--- config.mk ---
export PLATFORM = sky130hd
export DESIGN_NAME = hub75_receiver
export DESIGN_NICKNAME = d
export VERILOG_FILES = /design/src/rtl/hub75_receiver.sv
export SDC_FILE = /design/constraint.sdc
export NUM_CORES = 1
export LEC_CHECK = 0
export CAP_MARGIN = 20
export CELL_PAD_IN_SITES_DETAIL_PLACEMENT = 1
export CELL_PAD_IN_SITES_GLOBAL_PLACEMENT = 2
export CORE_ASPECT_RATIO = 1.25
export CORE_UTILIZATION = 42
export DETAILED_ROUTE_END_ITERATION = 10
export DONT_BUFFER_PORTS = 1
export GPL_ROUTABILITY_DRIVEN = 0
export PLACE_DENSITY = 0.92
export SLEW_MARGIN = 5
export SYNTH_ARGS = -nofsm -noshare
export SYNTH_HDL_FRONTEND = slang
export SYNTH_SLANG_ARGS = --single-unit
export TNS_END_PERCENT = 5
--- constraint.sdc ---
create_clock -name clk -period 4.95 [get_ports clk]
set_input_delay 0.495 -clock clk [delete_from_list [all_inputs] [get_ports clk]]
set_output_delay 0.495 -clock clk [all_outputs]
set_load 0.1 [all_outputs]
--- src/rtl/hub75_receiver.sv ---
// HUB75 panel input sniffer: syncs the panel pins into clk, shifts serial RGB on oclk,
// and publishes one row per lat edge with row address, OE on-time and error flags.
module hub75_receiver #(
  parameter int unsigned columns      = 32,
  parameter int unsigned rows         = 8,
  parameter int unsigned ontime_width = 16
) (
  input  logic                      clk,
  input  logic                      rst,
  input  logic                      oclk,
  input  logic                      lat,
  input  logic                      oe,
  input  logic [$clog2(rows)-1:0]   row,
  input  logic [2:0]                din,
  output logic [3*columns-1:0]      line_data,
  output logic [$clog2(rows)-1:0]   line_row,
  output logic                      line_valid,
  output logic [ontime_width-1:0]   on_time,
  output logic                      frame_start,
  output logic                      err_len,
  output logic                      err_oe_lat
);

  localparam int unsigned RowW = $clog2(rows);
  localparam int unsigned CntW = $clog2(columns + 2);
  localparam logic [CntW-1:0] CntFull = CntW'(columns);
  localparam logic [CntW-1:0] CntMax  = CntW'(columns + 1);
  localparam logic [RowW-1:0] RowLast = RowW'(rows - 1);

  logic oclk_s1, oclk_s2, oclk_s3;
  logic lat_s1, lat_s2, lat_s3;
  logic oe_s1, oe_s2;
  logic [RowW-1:0] row_s1, row_s2;
  logic [2:0] din_s1, din_s2;

  logic [3*columns-1:0]    shreg;
  logic [CntW-1:0]         shift_cnt;
  logic [ontime_width-1:0] oe_cnt;
  logic [RowW-1:0]         prev_row;

  logic oclk_rise, lat_rise;

  assign oclk_rise = oclk_s2 & ~oclk_s3;
  assign lat_rise  = lat_s2 & ~lat_s3;

  always_ff @(posedge clk or negedge rst) begin
    if (!rst) begin
      oclk_s1     <= 1'b0;
      oclk_s2     <= 1'b0;
      oclk_s3     <= 1'b0;
      lat_s1      <= 1'b0;
      lat_s2      <= 1'b0;
      lat_s3      <= 1'b0;
      oe_s1       <= 1'b0;
      oe_s2       <= 1'b0;
      row_s1      <= '0;
      row_s2      <= '0;
      din_s1      <= '0;
      din_s2      <= '0;
      shreg       <= '0;
      shift_cnt   <= '0;
      oe_cnt      <= '0;
      // Pretend the last row was the bottom one so the first row-0 line marks a frame.
      prev_row    <= RowLast;
      line_data   <= '0;
      line_row    <= '0;
      on_time     <= '0;
      line_valid  <= 1'b0;
      frame_start <= 1'b0;
      err_len     <= 1'b0;
      err_oe_lat  <= 1'b0;
    end else begin
      oclk_s1 <= oclk;
      oclk_s2 <= oclk_s1;
      oclk_s3 <= oclk_s2;
      lat_s1  <= lat;
      lat_s2  <= lat_s1;
      lat_s3  <= lat_s2;
      oe_s1   <= oe;
      oe_s2   <= oe_s1;
      row_s1  <= row;
      row_s2  <= row_s1;
      din_s1  <= din;
      din_s2  <= din_s1;

      line_valid  <= 1'b0;
      frame_start <= 1'b0;

      if (oe_s2 && (oe_cnt != '1)) begin
        oe_cnt <= oe_cnt + 1'b1;
      end

      // New triples enter at the top so the first one shifted ends up in column 0.
      if (oclk_rise) begin
        shreg <= {din_s2, shreg[3*columns-1:3]};
        if (shift_cnt != CntMax) begin
          shift_cnt <= shift_cnt + 1'b1;
        end
      end

      // Latch wins over a coincident shift: publish the old contents, count the new shift.
      if (lat_rise) begin
        line_data   <= shreg;
        line_row    <= row_s2;
        prev_row    <= row_s2;
        on_time     <= oe_cnt;
        line_valid  <= 1'b1;
        frame_start <= (row_s2 == '0) && (prev_row != '0);
        oe_cnt      <= '0;
        shift_cnt   <= oclk_rise ? CntW'(1) : '0;
        if (shift_cnt != CntFull) begin
          err_len <= 1'b1;
        end
        if (oe_s2) begin
          err_oe_lat <= 1'b1;
        end
      end
    end
  end

endmodule

# Yosys cells after proc, flatten, opt, wreduce, memory -nomap -nowiden
# Index checks and enable logic that the tools add are counted.
dict set report word_totals {
  ff_bits 260
  wordCells 50
}
dict set report op_classes {
  n_addsub 2
  n_eq_ne 3
  mux 8
  n_bitwise 4
  reduce_logical 10
}
# cell n
set op_table {}
lappend op_table {{2-to-1 mux 16 bit} 2}
lappend op_table {{2-to-1 mux 6 bit} 3}
lappend op_table {{adder 16 x 1 -> 16 bit, second input constant} 1}
lappend op_table {{!= test 16 bit, second input constant} 1}
lappend op_table {{!= test 6 bit, second input constant} 2}
lappend op_table {{adder 6 x 1 -> 6 bit, second input constant} 1}
lappend op_table {{AND reduction 2 bit} 3}
lappend op_table {{nonzero test 2 bit} 3}
lappend op_table {{logical NOT 3 bit} 1}
lappend op_table {{2-to-1 mux 1 bit} 3}
lappend op_table {{nonzero test 3 bit} 1}
lappend op_table {{bitwise AND 1 bit} 2}
lappend op_table {{logical AND 1 bit} 2}
lappend op_table {{inverter 1 bit} 2}

# Logic depth before layout (Yosys ltp)
# Gate-level depths: netlist of run 1.
dict set report logic_depth {
  word_depth 4
  depth_mapped 6
}

# Worst setup path after synthesis of run 1
# No wires, ideal clock.
dict set report synth_timing {
  kind {register to register}
  start {register oe_cnt[0]}
  end {register oe_cnt[6]}
  setup_time_ns 0.094
  arrival_ns 1.531
  setup_slack_ns 3.325
  stages_incl_launch_ff 7
  path_buffers 1
  cell_sequence {dfrtp_1 ha_1 nand3_1 nor4_1 clkbuf_1 nor3_1 a211oi_1}
}
dict set report synth_via {
  elab_chain_len 3
  elab_cells_between_ends 6
}
# item line
set synth_lines {}
lappend synth_lines {{from (decl)} 38} ;# logic [ontime_width-1:0] oe_cnt;
lappend synth_lines {{from (signal assigned)} 90} ;# oe_cnt <= oe_cnt + 1'b1;
lappend synth_lines {{adder 16 x 1 -> 16 bit / != test 16 bit (equally long branches)} {90, 89}}
lappend synth_lines {{2-to-1 mux 16 bit / logical AND 1 bit (equally long branches)} 89} ;# if (oe_s2 && (oe_cnt != '1)) begin
lappend synth_lines {{2-to-1 mux 16 bit / nonzero test 2 bit (equally long branches)} n/a}
# Parallel ways exist; a longest one is shown, timed or not. The select of a mux whose other input is x is not followed.
# A chain may end at the register's enable or synchronous reset.

# Worst setup path after layout of run 1
dict set report layout_timing {
  start {register lat_s3}
  end {register line_row[0]}
}
dict set report layout_via {
  elab_chain_len 2
}
# item line
set layout_lines {}
lappend layout_lines {{from (decl)} 31} ;# logic lat_s1, lat_s2, lat_s3;
lappend layout_lines {{from (signal assigned)} 78} ;# lat_s3 <= lat_s2;
lappend layout_lines {{inverter 1 bit} 44} ;# assign lat_rise = lat_s2 & ~lat_s3;
lappend layout_lines {{bitwise AND 1 bit} 44}
lappend layout_lines {{to (signal assigned)} 104} ;# line_row <= row_s2;
lappend layout_lines {{to (decl)} 16} ;# output logic [$clog2(rows)-1:0] line_row,
# Every way passes these cells.

==> results of run 1 <==
worst max-delay path, delay by kind of cell (launching register included):
family / cells / cell delay, ns
buffers and inverters: 3 / 1.24
flip-flops: 1 / 0.37
AND/OR/NAND/NOR: 3 / 0.69
flip-flops by register name, indices dropped and copies added (netlist names), 6 cells and up:
register   count
line_data     96
oe_cnt        16
on_time       16
shift_cnt      6
shreg         96
cell usage after synthesis (3+ instances only):
cell      count
dfrtp_1     257
nor3_1        4
nand4_1       7
or3_1         3
or4_1         3
inv_1         7
a31oi_1       4
ha_1          4
nand3_1       3
nand2_1     643
dfstp_2       3
o21ai_0       7
xor2_1        3
o31ai_1       4
a41o_1        3
buf_1         5
nor2_1       10
a211oi_1      3
buf_6         3
a21oi_1      11
and3_1        5
clkbuf_1     47
routing by layer:
layer  wire (µm)  vias up
met5           0        -
met4         425        0
met3        1030       26
met2       10900      114
met1        9410     3477
li1            -     3279
cell type report:
| type | count | share of cell area |
|---|---|---|
| well taps | 288 | 0.0324 |
| clock buffers | 43 | 0.0745 |
| clock inverters | 7 | 0.0129 |
| multi-input cells | 742 | 0.278 |
| repair buffers | 15 | 0.0139 |
| inverters | 7 | 0.00259 |
| flip-flops and latches | 260 | 0.585 |
logic make-up (layout without fill, tap and decap cells):
| family | Yosys count | count (layout) | share of synthesized area |
|---|---|---|---|
| flip-flops | 260 | 260 | 0.662 |
| AND/OR/NAND/NOR | 694 | 694 | 0.277 |
| XOR/XNOR | 4 | 4 | 0.00356 |
| adder cells (fa/ha/maj) | 4 | 4 | 0.00509 |
| multiplexers | 1 | 1 | 0.00102 |
| AO/OA/AOI/OAI | 39 | 39 | 0.0261 |
| buffers and inverters | 62 | 72 | 0.0259 |
final timing paths:
kind / to / depth (start not counted) / slack [ns]
worst max-delay path: line_row[0] / 6 / 2.51
worst min-delay path: shreg[84] / 0 / -0.32
worst max register to register: line_row[0] / 6 / 2.51
worst min register to register: oclk_s2 / 0 / 0.35
max in group asynchronous: line_data[53] / 0 / 4.81
min in group clk: oclk_s2 / 0 / 0.35
layout by cell type (no fill, tap or decap), types with 2 or more instances in the layout:
cell	instances
o31ai_1	4
nand2_1	643
and2_1	2
and3_1	5
clkbuf_16	29
clkbuf_8	5
or3_1	3
a211oi_1	3
dfrtp_1	257
a21oi_1	11
a31oi_1	4
or3_2	2
bufinv_16	4
ha_1	4
clkbuf_1	9
nor2_1	10
nand3_1	3
o21ai_0	7
or4_1	3
inv_1	6
buf_4	5
dfstp_2	3
nand4_1	7
nand2b_4	2
xor2_1	3
nor3_1	4
a41o_1	3
dlygate4sd3_1	9
power groups by stage:
stage	logic (W)	clock network [W]	registers, W
final	0.000244	0.00218	0.00306
after global routing	0.000292	0.00231	0.00308
after CTS	0.000251	0.00224	0.00306
after detailed placement	0.000243	0	0.00310
after global placement	0.000227	0	0.00309
after floorplan	0.000195	0	0.00304
stage by stage:
| stage | hold WS (ns) | cell area, µm² | utilization |
|---|---|---|---|
| floorplan | 0.199 | 9840 | - |
| global placement | 0.211 | 10000 | 0.437 |
| detailed placement | 0.211 | 10000 | 0.437 |
| CTS | -0.350 | 11100 | 0.483 |
| global route | -0.361 | 11100 | 0.484 |
| finish | -0.322 | 11100 | 0.484 |
==> reports/results.txt, run 1 <==
status: finished with violations
failing checks: design-rule violations, negative hold slack
Comb pwr share: 0.045
Fin Setup TNS: 0 ns
Final WS setup: 2.51 ns
CTS tree: done
Die Y: 173 µm
cell area after synthesis: 0.00984 mm²
first-pass GRT wire length: 37600 µm
die area: 0.0240 mm²
GRT busiest layer: met2
TritonCTS sink count: 260
met1 Track Usage GR: 0.242
total inserted antenna cells: 0
WP data required: 5.40 ns
total gr overflow: 0
Yosys cell types: 44
total global-route track usage: 0.189
Max-Slew Margin vs Limit: 0.283
Final ANT Viol Nets: 0
YS warnings: 0
Yosys top cell area share: 0.654
worst-margin pin slew: 1.08 ns
DRT Pass-1 Iters: 10
CP arrival: 2.88 ns
met2 Use GR: 0.327
post-DP HPWL: 12600 µm
post-synth top area cell: dfrtp_1
clock period minus worst slack: 2.44 ns
number of max-cap violations: 0
vias in the first global route: 7451
switching power total: 0.00174 W
drt via density: 5.06
most frequent CP cell: nand2_1
row count: 62
final-report hold violation count: 260
crit path from: lat_s3
# fillers: 2607
DR DRC count: 10
LEAKAGE: 6.08 nW
core outline area: 0.0230 mm²
FF+latch area: 0.00651 mm²
Setup Crit Path Kind: flop to flop
reg-to-reg startpoint: lat_s3
CTS clock-pin slew for the worst setup and hold paths: 0.06 ns
Final Cycle Share: 0.492
RSZ-0062 raised after global routing: no
sequential-to-total area share from yosys stat: 0.662
Flop pwr share: 0.558
Clock power frac: 0.397
Worst VDD drop: 0.299 mV
Multi-input gate area: 0.00310 mm²
Placed Cells: 1302
Finished Layout Cells: 1362
pwr/cell area: 492 mW/mm²
fraction of registers with async set/reset: 1.00
Final #Nets: 1069
slowest cell delay on critical path: 0.46 ns
Synth Flop Type: dfrtp_1
Yosys reg bits: 260
Mapped Cells: 1064
CTS Buf Count: 28
H-Tree Depth: 1
cts hold-fix bufs: 9
Clock Path Buffers: 3
clk_skew: 0.0198 ns
Hold Path Class: input port to async pin
largest net degree at the start of global routing: 261
IO Port Bufs: 0
maximum clock frequency: 411 MHz
met3 Usage GRT: 0.0354
Worst-Skew Late Latency: 0.53 ns
P_int: 0.00374 W
initial antenna violation count: 0
Synth Net Count: 1079
Area contributors post-synth: dfrtp_1, nand2_1, clkbuf_1
Crit-path slowest cell: inv_4
die width: 139 µm
post-CTS setup repair buffer count: 0
CP Cell Sequence: nand2b_4 > inv_4 > buf_16 > buf_4 > nand2_1 > nand2_1
Area Overhead vs Synth: 13.0%
post-CTS sizing: 0
Starting Density: 0.428
EDFF count, synth: 0
hold slack: -0.322 ns
sw frac: 0.318
CTS root buf: clkbuf_16
Final Setup Violations: 0
Syn Area/Cell: 9.25 µm²
share of cells above drive strength 1: 0.0577
num ports: 130
Avg WL per Cell: 16.0 µm
element type at the critical path end: flop
initial drt markers: 402
crit-path max FO: 73
pre-CTS setup slack: 2.17 ns
max-slew violations: 0
crit path launch type: flop
Power, Total: 0.00548 W
DRT Wirelength: 21700 µm
via count of the routed design: 6896
No activity file was read; power rests on OpenSTA's default activity.
==> run 2, diff against run 1 <==
CORE_UTILIZATION = 35   (was 42)
PLACE_DENSITY = 0.82   (was 0.92)
clock period = 2.1 ns   (was 4.95 ns; I/O delays follow)
==> reports/results.txt, run 2 (same netlist as run 1, synthesis figures left out) <==
status: finished with violations
failing checks: design-rule violations, negative hold slack
# fillers: 3189 (+22%)
row count: 68 (+9.7%)
maximum clock frequency: 532 MHz (+30%)
hold slack: -0.620 ns (-0.298 ns)
met2 Use GR: 0.298 (-0.0295)
DR DRC count: 22 (+12)
Multi-input gate area: 0.00310 mm² (unchanged)
clk_skew: 0.0199 ns (+0.0000203 ns)
CTS clock-pin slew for the worst setup and hold paths: 0.06 ns (about the same)
sw frac: 0.325 (+0.00766)
Clock Path Buffers: 3 (unchanged)
Final Setup Violations: 0 (unchanged)
flop-to-flop setup slack: 0.22 ns (-2.29 ns)
Final ANT Viol Nets: 0 (unchanged)
cts hold-fix bufs: 9 (unchanged)
drt via density: 4.67 (-7.9%)
Avg WL per Cell: 14.9 µm (-6.8%)
WP data required: 2.55 ns (-2.85 ns)
most frequent cells in the layout: nand2_1, dfrtp_1, buf_4
post-DP HPWL: 13500 µm (+7.5%)
Hold Path Class: input port to async pin
clock period minus worst slack: 1.88 ns (-0.557 ns)
die width: 152 µm (+9.4%)
DRT Wirelength: 23000 µm (+5.9%)
Die Y: 189 µm (+9.4%)
total inserted antenna cells: 0 (unchanged)
met3 Usage GRT: 0.0291 (-0.00638)
number of max-cap violations: 0 (unchanged)
post-CTS sizing: 0 (unchanged)
Final #Nets: 1191 (+11%)
share of cells above drive strength 1: 0.153 (+0.0950)
first-pass GRT wire length: 40300 µm (+7.2%)
total gr overflow: 0 (unchanged)
met1 Track Usage GR: 0.211 (-0.0313)
CP Buf/Inv Count: 0 (-3)
via count of the routed design: 7222 (+4.7%)
FF+latch area: 0.00651 mm² (unchanged)
CTS tree: done
max-slew violations: 0 (unchanged)
DRT Pass-1 Iters: 8 (-2)
Area Overhead vs Synth: 22.7%
final instance area: 0.0121 mm² (+8.6%)
CTS Buf Count: 29 (+3.6%)
Starting Density: 0.356 (-0.0727)
initial drt markers: 353 (-12%)
LEAKAGE: 6.71 nW (+10%)
RSZ-0062 raised after global routing: no
Worst-Skew Late Latency: 0.55 ns (+0.02 ns)
Post-Place Cell Area: 0.0111 mm² (+11%)
TritonCTS sink count: 260 (unchanged)
Setup Crit Path Kind: flop to flop
IO Port Bufs: 0 (unchanged)
P_int: 0.00869 W (+130%)
element type at the critical path end: flop
core outline area: 0.0277 mm² (+20%)
crit path launch type: flop
final-report hold violation count: 260 (unchanged)
Comb pwr share: 0.187 (+0.142)
vias in the first global route: 8009 (+7.5%)
Crit-path slowest cell: or4_1
CP top delay family: simple AND/OR/NAND/NOR gates
CP arrival: 2.33 ns (-0.55 ns)
pwr/cell area: 1070 mW/mm² (+120%)
Fin Setup TNS: 0 ns (unchanged)
num ports: 130 (unchanged)
leading cell type in the layout, fill and taps excluded: nand2_1
H-Tree Depth: 1 (unchanged)
CTS root buf: clkbuf_16
largest net degree at the start of global routing: 261 (unchanged)
crit-path max FO: 10 (-86%)
Max-Slew Margin vs Limit: 0.357 (+0.0739)
GRT busiest layer: met2
top flop regs: line_data (96), shreg (96)
Worst VDD drop: 0.619 mV (+110%)
Clock power frac: 0.370 (-0.027)
initial antenna violation count: 0 (unchanged)
Final Cycle Share: 0.895 (+0.403)
worst-margin pin slew: 0.964 ns (-0.111 ns)
Flop pwr share: 0.442 (-0.116)
total global-route track usage: 0.169 (-0.0203)
slowest cell delay on critical path: 0.55 ns (+0.09 ns)
CP Cell Sequence: nand4_2 > or2_0 > or4_1 > a21oi_1
die area: 0.0288 mm² (+20%)
switching power total: 0.00419 W (+140%)
## run 2: changes by cell type in the layout (fill, tap and decap cells not counted), moves of 2 or more
cell,previous run,this run
clkbuf_1,9,12
buf_4,5,122
clkbuf_8,5,7
clkinv_2,1,4
bufinv_16,4,0
buf_12,0,5
## run 2: worst paths after layout
kind                                start  cells after the start       endpoint
min in group clk                   din[0]                      1      din_s1[0]
worst max register to register      oe_s2                      4     oe_cnt[11]
worst max-delay path                oe_s2                      4     oe_cnt[11]
worst min register to register  din_s1[2]                      0      din_s2[2]
worst min-delay path                  rst                      0  line_data[10]
max in group asynchronous             rst                      0    prev_row[0]
## run 2: final cells by class
| cell class | count | area share |
|---|---|---|
| Inverter | 7 | 0.00238 |
| Multi-Input combinational cell | 742 | 0.256 |
| Clock buffer | 48 | 0.0718 |
| Sequential cell | 260 | 0.539 |
| Timing Repair Buffer | 136 | 0.0916 |
| Clock inverter | 5 | 0.00238 |
| Tap cell | 350 | 0.0363 |
## run 2: what timing repair did
item / in CTS / in global routing
buffers inserted: 0 / 0
setup endpoints to repair: 0 / 0
hold endpoints to repair: 269 / 260
## run 2: metrics by stage
stage               setup WS (ns)  utilization  total power (W)  std cells  hold WS, ns
global route               0.0497        0.437           0.0134       1548       -0.646
CTS                         0.187        0.437           0.0131       1548       -0.657
detailed placement          0.212        0.401          0.00820       1486      -0.0751
floorplan                   0.475            -          0.00763       1064      -0.0856
finish                      0.221        0.437           0.0129       1548       -0.620
global placement            0.340        0.401          0.00815       1486      -0.0755
## run 2: per-layer routing
| metal | vias to the layer above | routed length (µm) |
|---|---|---|
| met4 | 0 | 529 |
| li1 | 3512 | - |
| met2 | 109 | 11300 |
| met1 | 3568 | 10200 |
| met3 | 33 | 981 |
| met5 | - | 0 |
## run 2: power by group through the flow
stage	combinational [W]	clock (W)	sequential, W
floorplan	0.000460	0	0.00717
global placement	0.00238	0	0.00576
detailed placement	0.00242	0	0.00578
CTS	0.00244	0.00494	0.00570
global route	0.00255	0.00511	0.00575
finish	0.00241	0.00477	0.00570
